===== config.mk =====
export PLATFORM = sky130hd
export DESIGN_NAME = alu_exec_stage
export DESIGN_NICKNAME = d
export VERILOG_FILES = /design/src/rtl/alu_exec_stage.sv
export SDC_FILE = /design/constraint.sdc
export NUM_CORES = 1
export LEC_CHECK = 0
export CELL_PAD_IN_SITES_DETAIL_PLACEMENT = 0
export CELL_PAD_IN_SITES_GLOBAL_PLACEMENT = 2
export CORE_ASPECT_RATIO = 0.5
export CORE_MARGIN = 4
export CORE_UTILIZATION = 37
export CTS_BUF_LIST = sky130_fd_sc_hd__clkbuf_16
export DETAILED_ROUTE_END_ITERATION = 12
export PLACE_DENSITY = 0.89
export SLEW_MARGIN = 20
export SYNTH_ARGS = -nofsm -noshare
export SYNTH_HDL_FRONTEND = slang
export SYNTH_SLANG_ARGS = --single-unit

===== constraint.sdc =====
create_clock -name Clk -period 2.7 [get_ports Clk]
set_clock_uncertainty 0.15 [all_clocks]
set_input_delay 0.54 -clock Clk [delete_from_list [all_inputs] [get_ports Clk]]
set_output_delay 0.54 -clock Clk [all_outputs]
set_load 0.02 [all_outputs]

===== src/rtl/alu_exec_stage.sv =====
// Execute stage: one ALU op per valid/ready handshake, registered result on a second handshake.
// LSH/RSH run on an iterative 1-bit-per-cycle shifter; all other ops complete in one cycle.
module alu_exec_stage #(
    parameter int W     = 8,
    parameter int TAG_W = 3
) (
    input  logic             Clk,
    input  logic             Reset_n,
    input  logic             in_valid,
    output logic             in_ready,
    input  logic [3:0]       in_op,
    input  logic [W-1:0]     in_a,
    input  logic [W-1:0]     in_b,
    input  logic [TAG_W-1:0] in_tag,
    output logic             out_valid,
    input  logic             out_ready,
    output logic [W-1:0]     out_result,
    output logic [TAG_W-1:0] out_tag,
    output logic             out_zero,
    output logic             out_err
);

    localparam logic [3:0] K_ADD = 4'd0;
    localparam logic [3:0] K_SUB = 4'd1;
    localparam logic [3:0] K_AND = 4'd2;
    localparam logic [3:0] K_OR  = 4'd3;
    localparam logic [3:0] K_XOR = 4'd4;
    localparam logic [3:0] K_LSH = 4'd5;
    localparam logic [3:0] K_RSH = 4'd6;
    localparam logic [3:0] K_SEQ = 4'd7;
    localparam logic [3:0] K_SNE = 4'd8;
    localparam logic [3:0] K_SLT = 4'd9;

    localparam int                CNT_W   = $clog2(W + 1);
    localparam logic [W-1:0]      W_OPND  = W'(W);
    localparam logic [CNT_W-1:0]  W_CNT   = CNT_W'(W);
    localparam logic [CNT_W-1:0]  CNT_ONE = CNT_W'(1);
    localparam logic [CNT_W-1:0]  CNT_ZERO = CNT_W'(0);

    typedef enum logic [0:0] {ST_IDLE = 1'b0, ST_SHIFT = 1'b1} state_t;

    // Single-cycle result, returned as {err, result}; shifts only arrive here with a zero amount.
    function automatic logic [W:0] alu_single(input logic [3:0] op, input logic [W-1:0] a,
                                              input logic [W-1:0] b);
        logic [W-1:0] r;
        logic         e;
        r = {W{1'b0}};
        e = 1'b0;
        case (op)
            K_ADD:        r = a + b;
            K_SUB:        r = a - b;
            K_AND:        r = a & b;
            K_OR:         r = a | b;
            K_XOR:        r = a ^ b;
            K_SEQ:        r = {{(W-1){1'b0}}, (a == b)};
            K_SNE:        r = {{(W-1){1'b0}}, (a != b)};
            K_SLT:        r = {{(W-1){1'b0}}, ($signed(a) < $signed(b))};
            K_LSH, K_RSH: r = a;
            default: begin
                r = {W{1'b0}};
                e = 1'b1;
            end
        endcase
        return {e, r};
    endfunction

    state_t             state_q, state_d;
    logic [W-1:0]       work_q, work_d;
    logic [CNT_W-1:0]   cnt_q, cnt_d;
    logic               shl_q, shl_d;
    logic [TAG_W-1:0]   pend_tag_q, pend_tag_d;
    logic               out_valid_q, out_valid_d;
    logic [W-1:0]       out_result_q, out_result_d;
    logic [TAG_W-1:0]   out_tag_q, out_tag_d;
    logic               out_zero_q, out_zero_d;
    logic               out_err_q, out_err_d;

    logic               accept_s;
    logic               is_shift_s;
    logic [CNT_W-1:0]   shamt_s;
    logic [W-1:0]       shifted_s;
    logic [W:0]         single_s;

    // Handshake qualifiers and datapath helpers.
    always_comb begin
        in_ready   = Reset_n && (state_q == ST_IDLE) && (!out_valid_q || out_ready);
        accept_s   = in_valid && in_ready;
        is_shift_s = (in_op == K_LSH) || (in_op == K_RSH);
        shamt_s    = (in_b >= W_OPND) ? W_CNT : in_b[CNT_W-1:0];
        shifted_s  = shl_q ? {work_q[W-2:0], 1'b0} : {1'b0, work_q[W-1:1]};
        single_s   = alu_single(in_op, in_a, in_b);
    end

    // Next-state logic for the control FSM, shifter and output register.
    always_comb begin
        state_d      = state_q;
        work_d       = work_q;
        cnt_d        = cnt_q;
        shl_d        = shl_q;
        pend_tag_d   = pend_tag_q;
        out_valid_d  = out_valid_q;
        out_result_d = out_result_q;
        out_tag_d    = out_tag_q;
        out_zero_d   = out_zero_q;
        out_err_d    = out_err_q;

        if (out_valid_q && out_ready) begin
            out_valid_d = 1'b0;
        end else begin
            out_valid_d = out_valid_q;
        end

        case (state_q)
            ST_IDLE: begin
                if (accept_s && is_shift_s && (shamt_s != CNT_ZERO)) begin
                    state_d    = ST_SHIFT;
                    work_d     = in_a;
                    cnt_d      = shamt_s;
                    shl_d      = (in_op == K_LSH);
                    pend_tag_d = in_tag;
                end else if (accept_s) begin
                    out_valid_d  = 1'b1;
                    out_result_d = single_s[W-1:0];
                    out_err_d    = single_s[W];
                    out_zero_d   = (single_s[W-1:0] == {W{1'b0}});
                    out_tag_d    = in_tag;
                end else begin
                    state_d = ST_IDLE;
                end
            end
            ST_SHIFT: begin
                work_d = shifted_s;
                cnt_d  = cnt_q - CNT_ONE;
                // Output register is guaranteed free here: accept required it to be idle or draining.
                if (cnt_q == CNT_ONE) begin
                    state_d      = ST_IDLE;
                    out_valid_d  = 1'b1;
                    out_result_d = shifted_s;
                    out_err_d    = 1'b0;
                    out_zero_d   = (shifted_s == {W{1'b0}});
                    out_tag_d    = pend_tag_q;
                end else begin
                    state_d = ST_SHIFT;
                end
            end
            default: begin
                state_d = ST_IDLE;
            end
        endcase
    end

    // State and output registers; reset abandons any shift in flight.
    always_ff @(posedge Clk or negedge Reset_n) begin
        if (!Reset_n) begin
            state_q      <= ST_IDLE;
            work_q       <= {W{1'b0}};
            cnt_q        <= CNT_ZERO;
            shl_q        <= 1'b0;
            pend_tag_q   <= {TAG_W{1'b0}};
            out_valid_q  <= 1'b0;
            out_result_q <= {W{1'b0}};
            out_tag_q    <= {TAG_W{1'b0}};
            out_zero_q   <= 1'b0;
            out_err_q    <= 1'b0;
        end else begin
            state_q      <= state_d;
            work_q       <= work_d;
            cnt_q        <= cnt_d;
            shl_q        <= shl_d;
            pend_tag_q   <= pend_tag_d;
            out_valid_q  <= out_valid_d;
            out_result_q <= out_result_d;
            out_tag_q    <= out_tag_d;
            out_zero_q   <= out_zero_d;
            out_err_q    <= out_err_d;
        end
    end

    // Output drive.
    always_comb begin
        out_valid  = out_valid_q;
        out_result = out_result_q;
        out_tag    = out_tag_q;
        out_zero   = out_zero_q;
        out_err    = out_err_q;
    end

endmodule


==> flow_summary.yaml, run 1 <==
power:
  ir_drop_mv: 0.386
  power_density_mw_per_mm2: 629
  p_leak_nw: 2.12
timing:
  timing.slew.headroom: 0.659
  period_share: 0.995
  worst_pin_slew_ns: 0.511
  min_period_ns: 2.69
  maxSlewViolCount: 0
  fmax_ghz: 0.372
  finalHoldViolCount: 0
  grt_setup_unrepaired: "yes"
  finalSetupTns_ns: 0
  finalSetupViolations: 0
placed_design:
  dp_hpwl_um: 7870
  dpl_cell_area_mm2: 0.00412
  io_buffers: 41
  gp_congestion: 0.939
yosys:
  synth_nets: 389
  synth-edff-count: 0
  yosys.area_share.simple: 0.221
  synth-compound-area-share: 0.250
  synth_cell_types: 73
  ys_seq_area_frac: 0.258
  synthArstFlopShare: 1.00
  syn_avg_cell_area_um2: 8.99
  synth_area_leader_cell: "dfrtp_1"
  yosysTopAreaCellShare: 0.258
  synth_top_family_by_area: "compound AO/OA/AOI/OAI gates"
  synth_area_mm2: 0.00300
  synth_flop_cell: "dfrtp_1"
  synth_fa_ha_area_frac: 0.122
  yosysMostFrequentCell: "dfrtp_1"
  postSynthCellCount: 334
  synthTopCellsByArea: "dfrtp_1 (26%), ha_1 (11%), mux2i_1 (4.3%), a221o_1 (3.3%), nand3b_1 (3.2%)"
  muxShareOfSynthArea: 0.0696
  ys_ff_latch: 31
  synth_common_cells: "dfrtp_1 (31), ha_1 (26), inv_1 (22), nand2_1 (19), nor2_1 (19)"
  yosysWarningCount: 0
  synth_xor_area_frac: 0.00583
setup_path:
  critPathMaxFanout: 4
  crit_required_ns: 2.72
  reg2reg_slack_ns: 0.55
  crit_type: "in2reg"
  r2r-end: "out_zero"
  r2r_start: "state_q"
  worst_r2r_path_depth: 6
  worstPathArrival_ns: 2.71
  start_kind: "primary input"
  end_kind: "flip-flop"
global_routing:
  grt_max_degree: 32
  grt_usage: 0.204
  grt_pass1_vias: 3076
  grt_overflow_total: 0
  antenna_found_initial: 0
  grt_first_pass_wirelength_um: 16000
cts:
  clkSlewWorstSetupHoldPaths_ns: 0.05
  cts_hold_buf: 0
  cts_tree: "built"
  clkLatencyLatePin_ns: 0.27
  clockRootBuffer: "clkbuf_16"
  clock-sinks: 31
  numCtsBuffers: 5
  htree_levels: 2
  clockBufferDepth: 2
drt:
  drtPass1Iterations: 5
  viasPerCell: 5.62
  ant_nets: 0
  remaining_drc_errors: 0
  vias: 3184
  routed_wl_um: 10000
  drt_iter0_markers: 267
  wl_per_cell_um: 17.7
worst_hold_path:
  holdPathEnd: "out_err"
  whs_path_depth: 2
  hp-class: "reg2reg"
  hp-start: "out_err"
die:
  die_area_mm2: 0.00971
  die_h_um: 71.7
  die_w_um: 135
  boundaryPins: 42
  row_count: 22
  coreArea_mm2: 0.00760
  start_util: 0.395
cells_and_area:
  nNetsFinal: 513
  n_antenna_cell: 0
  areaGrowthSynthToFinish_pct: 53.2
  drive_gt1_frac: 0.394
  final_cell_area_mm2: 0.00460
job:
  max-cap-violations: 0
outcome:
  outcome: "complete, no violations"
cells by family (layout without fill, tap and decap cells):
| group | after synthesis | after routing |
|---|---|---|
| flops | 31 | 31 |
| mux | 20 | 20 |
| simple gates | 108 | 108 |
| compound gates | 98 | 98 |
| xor+xnor | 2 | 2 |
| fa+ha+maj | 28 | 28 |
| buf+inv | 47 | 172 |
registers in the layout, indices dropped and copies added, names as in the netlist:
name	cells
out_zero	1
out_result	8
cnt_q	4
out_tag	3
out_valid	1
state_q	1
pend_tag_q	3
shl_q	1
work_q	8
out_err	1
stage by stage:
step           setup WS, ns  std cells  hold WS [ns]  power (mW)   util
2_1_floorplan       0.00152        334        0.0944        1.58      -
3_3_place_gp         -0.555        550         0.311        2.20  0.543
3_5_place_dp         -0.659        550         0.321        2.25  0.543
4_1_cts             0.00215        564         0.332        2.88  0.596
5_1_grt             -0.0362        567         0.349        3.07  0.606
6_report             0.0126        567         0.325        2.89  0.606
routing by layer:
metal / global-route usage / up-vias / routed length [um]
met5: 0 / - / 0
met1: 0.293 / 1557 / 4750
met3: 0.0358 / 9 / 703
li1: - / 1500 / -
met2: 0.319 / 118 / 4480
met4: 0.0525 / 0 / 102
cell usage in the layout, fill, tap and decap left out, drive strengths merged, types with 4 or more instances in the layout:
| master | instances |
|---|---|
| mux2i | 13 |
| o22ai | 4 |
| nand2 | 19 |
| clkdlybuf4s50 | 22 |
| nand3b | 13 |
| nor2b | 9 |
| o211ai | 6 |
| clkbuf | 7 |
| buf | 102 |
| or2 | 4 |
| nand3 | 4 |
| a211oi | 7 |
| nor4 | 5 |
| o21ai | 15 |
| nand2b | 5 |
| a21oi | 14 |
| a21o | 6 |
| inv | 23 |
| dlygate4sd2 | 10 |
| nor3 | 4 |
| a31oi | 4 |
| dfrtp | 31 |
| dlymetal6s2s | 5 |
| nor2 | 20 |
| nor3b | 5 |
| a221o | 10 |
| o31ai | 5 |
| mux2 | 7 |
| ha | 26 |
power breakdown:
part	leakage, nW	switching (mW)	total, mW	internal, mW
Sequential	0.397	0.157	0.809	0.652
Combinational	1.65	0.765	1.55	0.784
Clock	0.0658	0.198	0.537	0.339
Total	2.12	1.12	2.89	1.77
worst max path at each step:
| stage | startpoint | end | slack (ns) | cells after the start |
|---|---|---|---|---|
| floorplan | in_a[0] | out_zero | 0.002 | 10 |
| global placement | in_a[2] | out_zero | -0.56 | 10 |
| global route | in_a[0] | out_zero | -0.04 | 11 |
| CTS | out_ready | in_ready | 0.002 | 4 |
| detailed placement | in_a[0] | out_zero | -0.66 | 11 |
| finish | in_a[2] | out_zero | 0.01 | 9 |
final cells by class:
cell class                      instances  area (um^2)
Tap cell                              108          135
Clock inverter                          3         20.0
Timing Repair Buffer                  141         1200
Inverter                               23         91.3
Fill cell                             656         3000
Sequential cell                        31          776
Multi-Input combinational cell        256         2250
Clock buffer                            5          125
repair_timing:
action | CTS | global route
endpoints found under the setup margin | 9 | 8
hold endpoints to repair | 0 | 0
pin swaps | 26 | 12
buffers inserted | 6 | 3
cloned | 0 | 0
resized for setup | 68 | 23
worst max-delay path, cell delays in order:
cell and delay, ns:
dlygate4sd2_1 0.25, buf_4 0.17, ha_1 0.27, nor3_2 0.35
o221ai_1 0.18, a211oi_2 0.26, buf_4 0.16, nand4b_1 0.15
o41ai_4 0.37
Power figures use the tool's default switching activity.
==> run 2, diff against run 1 <==
- CORE_MARGIN: 4 -> 1
- RECOVER_POWER: not set -> 25
==> flow_summary.yaml, run 2 (synthesized netlist as in run 1, its figures left out) <==
setup_path:
  worstSetupEndpoint: "out_zero"
  end_kind: "flip-flop"
  critPathMaxFanout: 4
  crit_required_ns: 2.72
  critPathLaunch: "in_a[0]"
  r2r_start: "state_q"
  crit_type: "in2reg"
  r2r-end: "cnt_q[3]"
  crit_cells: 11
  worst_r2r_path_depth: 6
  crit_path_top_delay_cell: "fa_2"
  critPathTopFamily: "compound AO/OA/AOI/OAI gates"
  start_kind: "primary input"
  path_buf_inv: 3
  path_cells: "buf_6 -> inv_4 -> ha_4 -> inv_2 -> fa_2 -> nor2b_4 -> o31a_1 -> a221oi_2 -> o21ba_2 -> nand4b_1 -> o41ai_2"
  cp_slowest_stage_delay_ns: 0.37
  reg2reg_slack_ns: 0.57
  worstPathArrival_ns: 2.68
cells_and_area:
  final_cell_count_no_fill: 566
  nFillCells: 664
  areaGrowthSynthToFinish_pct: 51.9
  mostFrequentLayoutCells: "buf_4 (94), dfrtp_1 (31), clkdlybuf4s50_1 (21), nand2_1 (19), nor2_1 (18)"
  nNetsFinal: 512
  n_antenna_cell: 0
  drive_gt1_frac: 0.400
  layout_commonest_cell: "buf_4"
global_routing:
  antenna_found_initial: 0
  grt_usage: 0.237
  grt_first_pass_wirelength_um: 15400
  grt_overflow_total: 0
  grt_pass1_vias: 2990
  grt_max_degree: 32
timing:
  timing.slew.headroom: 0.490
  finalHoldViolCount: 0
  maxSlewViolCount: 0
  min_period_ns: 2.65
  worst_pin_slew_ns: 0.766
  fmax_ghz: 0.377
  finalSetupViolations: 0
  layout_setup_ws_ns: 0.0463
  period_share: 0.983
  hold_slack_ns: 0.341
power:
  p_leak_nw: 2.14
  ir_drop_mv: 0.335
  power_density_mw_per_mm2: 624
worst_hold_path:
  hp-start: "out_result[1]"
  hp-class: "reg2reg"
drt:
  remaining_drc_errors: 0
  wl_per_cell_um: 17.3
  drtPass1Iterations: 5
  vias: 3187
  viasPerCell: 5.63
  ant_nets: 0
  routed_wl_um: 9770
  drt_iter0_markers: 292
cts:
  cts_tree: "built"
  clkSlewWorstSetupHoldPaths_ns: 0.05
  clockBufferDepth: 2
  clockRootBuffer: "clkbuf_16"
  htree_levels: 2
  cts_hold_buf: 0
  clkLatencyLatePin_ns: 0.28
  clock-sinks: 31
  numCtsBuffers: 5
die:
  die_w_um: 129
  start_util: 0.395
  row_count: 22
  boundaryPins: 42
  die_area_mm2: 0.00851
  die_h_um: 65.7
  coreArea_mm2: 0.00760
placed_design:
  dp_cells: 548
  dp_hpwl_um: 7580
  gp_congestion: 0.917
  io_buffers: 41
  pre_cts_ws_ns: -0.626
job:
  max-cap-violations: 0
outcome:
  outcome: "complete, no violations"
[run 2: cell types whose count changed in the layout (fill, tap and decap cells not counted), moves of 3 or more]
cell | before | now
inv_2 | 10 | 13
clkbuf_2 | 2 | 6
buf_12 | 3 | 0
dlygate4sd2_1 | 10 | 1
dlymetal6s2s_1 | 5 | 12
[run 2: power breakdown]
group	switching, mW	total, mW	internal (mW)
sequential	0.159	0.811	0.652
clock	0.185	0.515	0.330
combinational	0.759	1.52	0.762
total	1.10	2.85	1.75
[run 2: layer usage]
layer | GRT usage | vias up | part of all wire
met3 | 0.0212 | 11 | 0.053
met5 | 0 | - | 0
met1 | 0.343 | 1556 | 0.49
li1 | - | 1496 | -
met2 | 0.381 | 124 | 0.45
met4 | 0.0567 | 0 | 0.013
[run 2: worst min path at each step]
stage,end,slack (ns),cells after the start
finish,out_result[1],0.34,2
global route,out_err,0.37,2
CTS,out_result[1],0.34,2
detailed placement,out_result[7],0.32,2
global placement,out_tag[1],0.31,2
floorplan,cnt_q[0],0.09,0
[run 2: layout make-up]
cell class,instances,area (um^2),share of cell area
well taps,108,135,0.0296
flip-flops and latches,31,776,0.170
clock inverters,3,11.3,0.00247
repair buffers,140,1170,0.257
clock buffers,5,125,0.0274
inverters,23,88.8,0.0195
multi-input cells,256,2260,0.495
[run 2: per-stage QoR]
stage	utilization	cell area, um^2	total power, mW	TNS, ns
after floorplan	-	3000	1.58	0
after global placement	0.537	4080	2.18	-4.42
after detailed placement	0.537	4080	2.23	-5.45
after CTS	0.576	4380	2.79	-0.0908
after global routing	0.601	4560	3.02	-0.00905
final	0.601	4560	2.85	0
[run 2: what timing repair did]
action                                  4_1_cts  5_1_grt
pin swaps                                    15       23
endpoints found under the setup margin       10       13
buffers inserted                              2        8
cloned                                        0        0
gates resized for setup                      41       55
[run 2: worst reg2reg max path: stages (launching register included)]
cell and delay, ns:
dfrtp_1 0.48, nor3b_1 0.35, buf_4 0.18, and4_1 0.24
buf_4 0.19, mux2_2 0.35, o41ai_1 0.07
==> run 3, diff against run 2 <==
- CAP_MARGIN: not set -> 10
- SKIP_CTS_REPAIR_TIMING: not set -> 1
==> flow_summary.yaml, run 3 (synthesized netlist as in run 1, its figures left out) <==
outcome:
  outcome: "finished with violations"
  violations: "setup timing"
cts:
  clkSlewWorstSetupHoldPaths_ns: 0.05
  htree_levels: 2
  clkLatencyLatePin_ns: 0.28
  clockBufferDepth: 2
  cts_tree: "built"
  numCtsBuffers: 5
  clock-sinks: 31
  clockRootBuffer: "clkbuf_16"
die:
  die_w_um: 129
  row_count: 22
  start_util: 0.395
  die_area_mm2: 0.00851
  coreArea_mm2: 0.00760
  boundaryPins: 42
  die_h_um: 65.7
placed_design:
  dp_hpwl_um: 7580
  dp_cells: 548
  gp_congestion: 0.917
  io_buffers: 41
  dpl_cell_area_mm2: 0.00408
setup_path:
  worstPathArrival_ns: 2.82
  critPathLaunch: "in_a[0]"
  r2r-end: "cnt_q[3]"
  r2r_start: "state_q"
  crit_cells: 12
  crit_type: "in2reg"
  path_cells: "clkbuf_2 -> inv_2 -> ha_4 -> inv_2 -> fa_2 -> nor2b_4 -> o31a_1 -> buf_4 -> a221oi_2 -> o21ba_2 -> nand4b_1 -> o41ai_2"
  cp_slowest_stage_delay_ns: 0.38
  cpMostUsedCell: "inv_2"
  reg2reg_slack_ns: 0.57
  crit_path_top_delay_cell: "fa_2"
  end_kind: "flip-flop"
  crit_required_ns: 2.72
  critPathMaxFanout: 3
  path_buf_inv: 4
  start_kind: "primary input"
  critPathTopFamily: "compound AO/OA/AOI/OAI gates"
  worst_r2r_path_depth: 6
job:
  max-cap-violations: 0
cells_and_area:
  mostFrequentLayoutCells: "buf_4 (90), dfrtp_1 (31), clkdlybuf4s50_1 (22), nand2_1 (19), nor2_1 (18)"
  final_cell_count_no_fill: 563
  drive_gt1_frac: 0.385
  nFillCells: 669
  final_cell_area_mm2: 0.00458
  n_antenna_cell: 0
  nNetsFinal: 509
  areaGrowthSynthToFinish_pct: 52.5
  layout_commonest_cell: "buf_4"
timing:
  worst_pin_slew_ns: 0.765
  maxSlewViolCount: 0
  finalSetupViolations: 2
  timing.slew.headroom: 0.490
  finalHoldViolCount: 0
  min_period_ns: 2.79
  period_share: 1.04
  grt_setup_unrepaired: "yes"
  layout_setup_ws_ns: -0.0949
  fmax_ghz: 0.358
drt:
  routed_wl_um: 9910
  ant_nets: 0
  viasPerCell: 5.63
  drtPass1Iterations: 5
  wl_per_cell_um: 17.6
  vias: 3168
  remaining_drc_errors: 0
  drt_iter0_markers: 274
worst_hold_path:
  hp-class: "reg2reg"
  holdPathEnd: "out_result[1]"
  hp-start: "out_result[1]"
  whs_path_depth: 2
global_routing:
  grt_max_degree: 32
  grt_usage: 0.233
  grt_first_pass_wirelength_um: 15100
  antenna_found_initial: 0
  grt_overflow_total: 0
  grt_pass1_vias: 2928
power:
  power_density_mw_per_mm2: 624
  p_leak_nw: 2.17
  ir_drop_mv: 0.336
## run 3: changes by cell type in the layout (fill, tap and decap cells not counted), sizes merged
| cell | previous run | this run |
|---|---|---|
| buf | 99 | 94 |
| dlygate4sd2 | 1 | 0 |
| dlymetal6s2s | 12 | 16 |
| clkdlybuf4s50 | 21 | 22 |
| clkbuf | 11 | 9 |
## run 3: how the worst max path moves through the flow
stage	endpoint	slack (ns)
CTS	out_zero	-0.35
floorplan	out_zero	0.002
global route	out_zero	-0.12
global placement	out_zero	-0.52
detailed placement	out_zero	-0.63
finish	out_zero	-0.09
## run 3: worst register-to-register path, stage by stage, from the launching register on
cell     delay (ns)
dfrtp_1        0.48
nor3b_1        0.35
buf_4          0.18
and4_1         0.24
buf_4          0.19
mux2_2         0.35
o41ai_1        0.07
## run 3: layer usage
metal  wire length [um]  part of all wire  global-route usage  up-vias
li1                   -                 -                   -     1487
met1               4730              0.48               0.345     1544
met2               4480              0.45               0.368      130
met3                617             0.062              0.0204        7
met4                 81            0.0082              0.0436        0
met5                  0                 0                   0        -
## run 3: area by class of cell
class,count,area (um^2),share of cell area
inverter,23,86.3,0.0188
multi-input combinational,256,2280,0.497
timing repair buffer,137,1170,0.256
sequential,31,776,0.169
clock inverter,3,11.3,0.00246
clock buffer,5,125,0.0273
tap,108,135,0.0295
## run 3: report_power, final
part           total [mW]  switching [mW]  internal, mW
logic                1.53           0.766         0.766
clock network       0.517           0.186         0.330
registers           0.811           0.158         0.652
total                2.86            1.11          1.75
## run 3: stage by stage
stage	hold WS (ns)	setup slack (ns)	TNS, ns	utilization	total power, mW
floorplan	0.0944	0.00152	0	-	1.58
global placement	0.310	-0.524	-4.42	0.537	2.18
detailed placement	0.322	-0.626	-5.45	0.537	2.23
CTS	0.340	-0.354	-1.82	0.555	2.76
global route	0.370	-0.116	-0.205	0.603	3.02
finish	0.341	-0.0949	-0.161	0.603	2.86
